File: config.mk
export PLATFORM = sky130hd
export DESIGN_NAME = satd_diff_stage
export DESIGN_NICKNAME = d
export VERILOG_FILES = /design/src/rtl/satd_pkg.sv /design/src/rtl/satd_skid_buf.sv /design/src/rtl/satd_diff_stage.sv
export SDC_FILE = /design/constraint.sdc
export NUM_CORES = 1
export LEC_CHECK = 0
export ABC_CLOCK_PERIOD_IN_PS = 2200
export BUFFER_PORTS_ARGS = -buffer_cell sky130_fd_sc_hd__buf_4
export CAP_MARGIN = 10
export CELL_PAD_IN_SITES_DETAIL_PLACEMENT = 0
export CELL_PAD_IN_SITES_GLOBAL_PLACEMENT = 1
export CORE_ASPECT_RATIO = 2
export CORE_MARGIN = 3
export CORE_UTILIZATION = 38
export CTS_CLUSTER_DIAMETER = 50
export DETAILED_ROUTE_END_ITERATION = 8
export PLACE_DENSITY = 0.77
export SYNTH_ARGS = -nofsm -noshare
export SYNTH_HDL_FRONTEND = slang
export SYNTH_SLANG_ARGS = --single-unit
File: constraint.sdc
create_clock -name CLK -period 2.2 [get_ports CLK]
set_clock_uncertainty 0.15 [all_clocks]
set_input_delay 0.11 -clock CLK [delete_from_list [all_inputs] [get_ports CLK]]
set_output_delay 0.11 -clock CLK [all_outputs]
set_load 0.01 [all_outputs]
File: src/rtl/satd_pkg.sv
// Shared types and helpers for the SATD datapath: residual width, mode encoding
// and the row tag passed along with each beat to the Hadamard stage.
package satd_pkg;

  localparam int DEFAULT_BIT_DEPTH = 8;
  localparam int SATD_MAX_ROW_W    = 5;

  typedef enum logic {
    SATD_SIGNED = 1'b0,
    SATD_ABS    = 1'b1
  } satd_mode_t;

  // Row field sized for the largest block; narrower blocks zero-extend.
  typedef struct packed {
    logic [SATD_MAX_ROW_W-1:0] row;
    logic                      first;
    logic                      last;
  } satd_tag_t;

  function automatic int diff_w(input int bd);
    return bd + 1;
  endfunction

endpackage

File: src/rtl/satd_skid_buf.sv
// Two-entry valid/ready buffer: a main output register plus one skid register.
// in_ready is a flop so downstream ready never reaches upstream combinationally.
module satd_skid_buf #(
  parameter int W = 8
) (
  input  logic         CLK,
  input  logic         RST,
  input  logic         in_valid,
  output logic         in_ready,
  input  logic [W-1:0] in_data,
  output logic         out_valid,
  input  logic         out_ready,
  output logic [W-1:0] out_data
);

  // Handshake: a beat moves on any cycle where its valid and ready are both high;
  // out_valid/out_data hold until that happens.
  logic         main_valid;
  logic [W-1:0] main_data;
  logic         skid_valid;
  logic [W-1:0] skid_data;
  logic         ready_q;
  logic         accept;
  logic         main_free;
  logic         skid_next;

  assign accept    = in_valid && ready_q;
  assign main_free = !main_valid || out_ready;

  // The skid only fills while main is held, and always empties into a freed main.
  always_comb begin
    skid_next = 1'b0;
    if (!main_free) skid_next = skid_valid || accept;
  end

  always_ff @(posedge CLK) begin
    if (RST) begin
      main_valid <= 1'b0;
      main_data  <= '0;
      skid_valid <= 1'b0;
      skid_data  <= '0;
      ready_q    <= 1'b0;
    end else begin
      if (main_free) begin
        if (skid_valid) begin
          main_valid <= 1'b1;
          main_data  <= skid_data;
        end else begin
          main_valid <= accept;
          if (accept) main_data <= in_data;
        end
      end else if (accept) begin
        skid_data <= in_data;
      end
      skid_valid <= skid_next;
      ready_q    <= !skid_next;
    end
  end

  assign in_ready  = ready_q;
  assign out_valid = main_valid;
  assign out_data  = main_data;

endmodule

File: src/rtl/satd_diff_stage.sv
// Residual stage at the head of the SATD datapath: per-lane ORG-CUR (signed or
// absolute), tagged with the row position inside its block, through a skid buffer.
module satd_diff_stage
  import satd_pkg::*;
#(
  parameter int BIT_DEPTH = DEFAULT_BIT_DEPTH,
  parameter int LANES     = 8,
  parameter int ROWS      = 8
) (
  input  logic                             CLK,
  input  logic                             RST,
  input  logic                             in_valid,
  output logic                             in_ready,
  input  logic [LANES*BIT_DEPTH-1:0]       org,
  input  logic [LANES*BIT_DEPTH-1:0]       cur,
  input  logic                             abs_mode,
  output logic                             out_valid,
  input  logic                             out_ready,
  output logic [LANES*(BIT_DEPTH+1)-1:0]   diff,
  output logic [$clog2(ROWS)-1:0]          out_row,
  output logic                             out_first,
  output logic                             out_last
);

  localparam int DW = diff_w(BIT_DEPTH);
  localparam int RW = $clog2(ROWS);
  localparam int PW = LANES*DW + RW + 2;

  logic              accept;
  logic [RW-1:0]     row_q;
  satd_mode_t        mode_q;
  satd_mode_t        eff_mode;
  logic [DW-1:0]     o_x, c_x, d_x;
  logic [LANES*DW-1:0] diff_in;
  logic [PW-1:0]     pay_in;
  logic [PW-1:0]     pay_out;

  assign accept = in_valid && in_ready;

  // Row 0 uses the live abs_mode so the whole block shares the mode it started with.
  always_comb begin
    eff_mode = (row_q == '0) ? satd_mode_t'(abs_mode) : mode_q;
    diff_in  = '0;
    o_x      = '0;
    c_x      = '0;
    d_x      = '0;
    for (int i = 0; i < LANES; i++) begin
      o_x = {1'b0, org[i*BIT_DEPTH +: BIT_DEPTH]};
      c_x = {1'b0, cur[i*BIT_DEPTH +: BIT_DEPTH]};
      d_x = o_x - c_x;
      if (eff_mode == SATD_ABS && d_x[DW-1]) d_x = c_x - o_x;
      diff_in[i*DW +: DW] = d_x;
    end
  end

  assign pay_in = {diff_in, row_q, (row_q == '0), (row_q == RW'(ROWS-1))};

  always_ff @(posedge CLK) begin
    if (RST) begin
      row_q  <= '0;
      mode_q <= SATD_SIGNED;
    end else if (accept) begin
      row_q <= row_q + RW'(1);
      if (row_q == '0) mode_q <= satd_mode_t'(abs_mode);
    end
  end

  satd_skid_buf #(.W(PW)) u_skid (
    .CLK       (CLK),
    .RST       (RST),
    .in_valid  (in_valid),
    .in_ready  (in_ready),
    .in_data   (pay_in),
    .out_valid (out_valid),
    .out_ready (out_ready),
    .out_data  (pay_out)
  );

  assign {diff, out_row, out_first, out_last} = pay_out;

endmodule
==> results by group <==
Final layout
  • Non-Filler Instances: 2,267
  • Fill cells: 2,917
  • # nets final: 2,116
  • Utilization after layout: 55.4%
  • Synth-to-Final Area Change: 43.6%
  • Fraction of layout cells with a size suffix above 1: 33.7%
  • ANT cells: 0

Worst setup path
  • Reg2reg setup slack: -0.19 ns
  • CP max stage cell: dfxtp_2
  • Reg-to-Reg End: u_skid.skid_data[34]
  • Crit path from: row_q[1]
  • Cell Chain, Critical Path: inv_2 > ha_4 > nor2b_4 > mux2i_4 > buf_12 > nor3_4 > buf_6 > buf_6 > mux2i_1 > xnor2_1 > a211oi_2
  • Crit path kind: reg -> reg
  • CP peak stage delay: 0.33 ns
  • Critical Path Fanout Max: 6
  • Data required time of the worst path: 2.36 ns
  • Worst reg2reg path startpoint: row_q[1]
  • WP data arrival: 2.56 ns
  • R2R cell count: 11
  • Endpoint class of the critical path: register
  • Most frequent cell on the critical path: buf_6
  • Crit path launch type: register

Placed design
  • Cells after DPL: 2,207
  • Place WS: -0.313 ns
  • DP HPWL: 31,100 um
  • GPL Wtd Cong: 0.913
  • Port bufs: 211

Status
  • Failing checks: setup timing
  • Outcome: finished, violations left

STA
  • Worst setup margin: -0.193 ns
  • Post-layout min period: 2.39 ns
  • RSZ-0062 raised after global routing: true
  • Final Cycle Share: 109%
  • Slew HR: 38.9%
  • Setup_tns: -9.24 ns
  • Max Fclk: 0.418 GHz
  • Slew Limit Fails: 0
  • Final setup viols: 96
  • Least-Margin Pin Slew: 0.907 ns
  • Final hold vios: 0

Route
  • Starting DRT DRC Count: 487
  • Post-route ant nets: 0
  • Drt first pass iters: 5
  • Avg Vias per Cell: 5.40
  • Total number of vias: 12,240
  • # DRC: 0
  • WL final: 41,800 um
  • Routed length per placed instance: 18.5 um

Global routing
  • GRT overflow: 0
  • First-pass GRT wire length: 64,800 um
  • All-layer global routing usage: 24.0%
  • Vias in the first global route: 12,411
  • Largest net degree at the start of global routing: 80
  • Initial antenna violation count: 0

Power and ir drop
  • Pwr Density: 578 mW/mm^2
  • Leakage: 0.00792 uW
  • Worst-case vdd ir drop: 0.656 mV

Clock tree
  • CTS buffer count: 17
  • H-tree depth: 4
  • Root Driver: clkbuf_16
  • Later-pin clock latency in the skew report: 0.44 ns
  • CTS clock-pin slew for the worst setup and hold paths: 0.07 ns
  • Max Root-Sink Buffers: 2
  • Sink Count: 161
  • TritonCTS clock tree: yes

Hold path
  • Worst hold start: cur[22]
  • Worst Hold End: u_skid.out_data[29]
  • Worst Hold Class: in -> reg
  • WHS Path Cells: 4

Synthesis
  • Area share of the largest cell type after synthesis: 27.0%
  • Number of synthesized register bits: 161
  • Synth Net Count: 1,744
  • Top cells by count, synth: dfxtp_1 (161), inv_1 (139), ha_1 (131)
  • Most numerous cell in the Yosys netlist: dfxtp_1
  • Yosys warnings: 0
  • Area contributors post-synth: dfxtp_1 (27%), ha_1 (14%), mux2i_1 (4.4%), inv_1 (4.4%), a21oi_1 (3.9%)
  • Number of synthesized flops with an enable pin: 0
  • Synth Instances: 1,464
  • Netlist Area Pre-Place: 0.0119 sq mm
  • Asr flop ratio synth: 0%
  • Yosys cell types: 55
  • Ys flop type: dfxtp_1
  • Syn_area_per_cell: 8.16 sq um
  • Area leader, netlist: dfxtp_1
  • Seq/Total Area, Yosys: 27.0%

Floorplan
  • I/O pins: 212
  • Rows: 91
  • Core area: 0.0310 sq mm
  • Die Y: 257 um
  • Die X: 131 um
  • Initial core utilization: 38.6%
  • Die area: 0.0337 sq mm

Run
  • # Max-Cap Violations: 0
-- stage by stage --
| step | hold slack, ns | total power (uW) | area (sq um) |
|---|---|---|---|
| floorplan | 0.184 | 4920 | 12000 |
| global placement | 0.291 | 6390 | 15400 |
| detailed placement | 0.298 | 6420 | 15400 |
| CTS | 0.0429 | 9620 | 16400 |
| global route | 0.0963 | 10400 | 17200 |
| finish | 0.0715 | 9920 | 17200 |
-- routing by layer --
| layer | GRT usage [%] | vias to the layer above | share of wire, % |
|---|---|---|---|
| met5 | 0 | - | 0 |
| met3 | 2.55 | 103 | 2.7 |
| met4 | 12.1 | 0 | 5.0 |
| met1 | 22.9 | 5892 | 35 |
| met2 | 49.2 | 296 | 58 |
| li1 | - | 5949 | - |
-- layout by cell type (no fill, tap or decap), drive strengths merged, types with 24 or more instances in the layout --
| master | instances |
|---|---|
| a31oi | 61 |
| nand2 | 112 |
| dfxtp | 161 |
| nand3 | 31 |
| a21o | 58 |
| a21oi | 92 |
| mux2i | 54 |
| o21ai | 86 |
| nor2 | 112 |
| inv | 144 |
| buf | 429 |
| ha | 131 |
| a211oi | 56 |
| o21a | 24 |
| nor3 | 51 |
| xnor2 | 34 |
-- power breakdown --
| group | switching, uW | total (uW) | leakage, uW | internal [uW] |
|---|---|---|---|---|
| logic | 1940 | 3810 | 0.00633 | 1860 |
| registers | 103 | 3160 | 0.00131 | 3060 |
| clock network | 1310 | 2950 | 0.000279 | 1640 |
| total | 3360 | 9920 | 0.00792 | 6560 |
-- flip-flops by register name, indices dropped and copies added (netlist names) --
register,count
mode_q,1
row_q,3
u_skid.skid_data,77
u_skid.out_data,77
u_skid.skid_valid,1
u_skid.in_ready,1
u_skid.out_valid,1
-- worst max-delay path: cells and delay by family (launching register included) --
family	cells	cell delay, ns
fa+ha+maj	1	0.15
compound gates	1	0.11
flops	1	0.33
buf+inv	4	0.47
mux	2	0.44
xor+xnor	1	0.20
simple gates	2	0.39
-- repair_timing --
item                                   in CTS  in global routing
pin swaps                                  70                 55
setup endpoints to repair                  86                119
gates cloned                                1                  0
resized for setup                          63                124
endpoints found under the hold margin      25                  0
buffers inserted                           10                 14
hold buffers                               11                  0
-- logic make-up (layout without fill, tap and decap cells) --
group                      count (synthesis)  count (layout)  synth area share (%)
AOI/OAI and AO/OA                        460             460                  26.4
buffers and inverters                    227             612                  7.39
xor gates and xnor gates                  34              34                  2.49
DFF                                      161             161                  27.0
muxes                                     55              55                  4.75
and+or+nand+nor                          380             380                  15.6
adders and majority gates                147             147                  16.4
-- layout make-up --
type                       count  area, sq um  area share (%)
clock buffer                  19          453            2.64
sequential                   161         3230            18.8
clock inverter                13          126           0.737
inverter                     140          526            3.06
tap                          418          523            3.05
multi-input combinational   1076         8720            50.8
timing repair buffer         440         3580            20.9
-- worst max-delay path by stage --
stage                           endpoint  cells past startpoint  slack [ns]
floorplan            u_skid.out_data[24]                      9        0.02
global placement      u_skid.out_data[6]                     10       -0.28
detailed placement   u_skid.out_data[33]                     11       -0.31
CTS                 u_skid.skid_data[25]                     11       -0.16
global route        u_skid.skid_data[34]                     11       -0.30
finish              u_skid.skid_data[34]                     11       -0.19
Power figures use the tool's default switching activity.
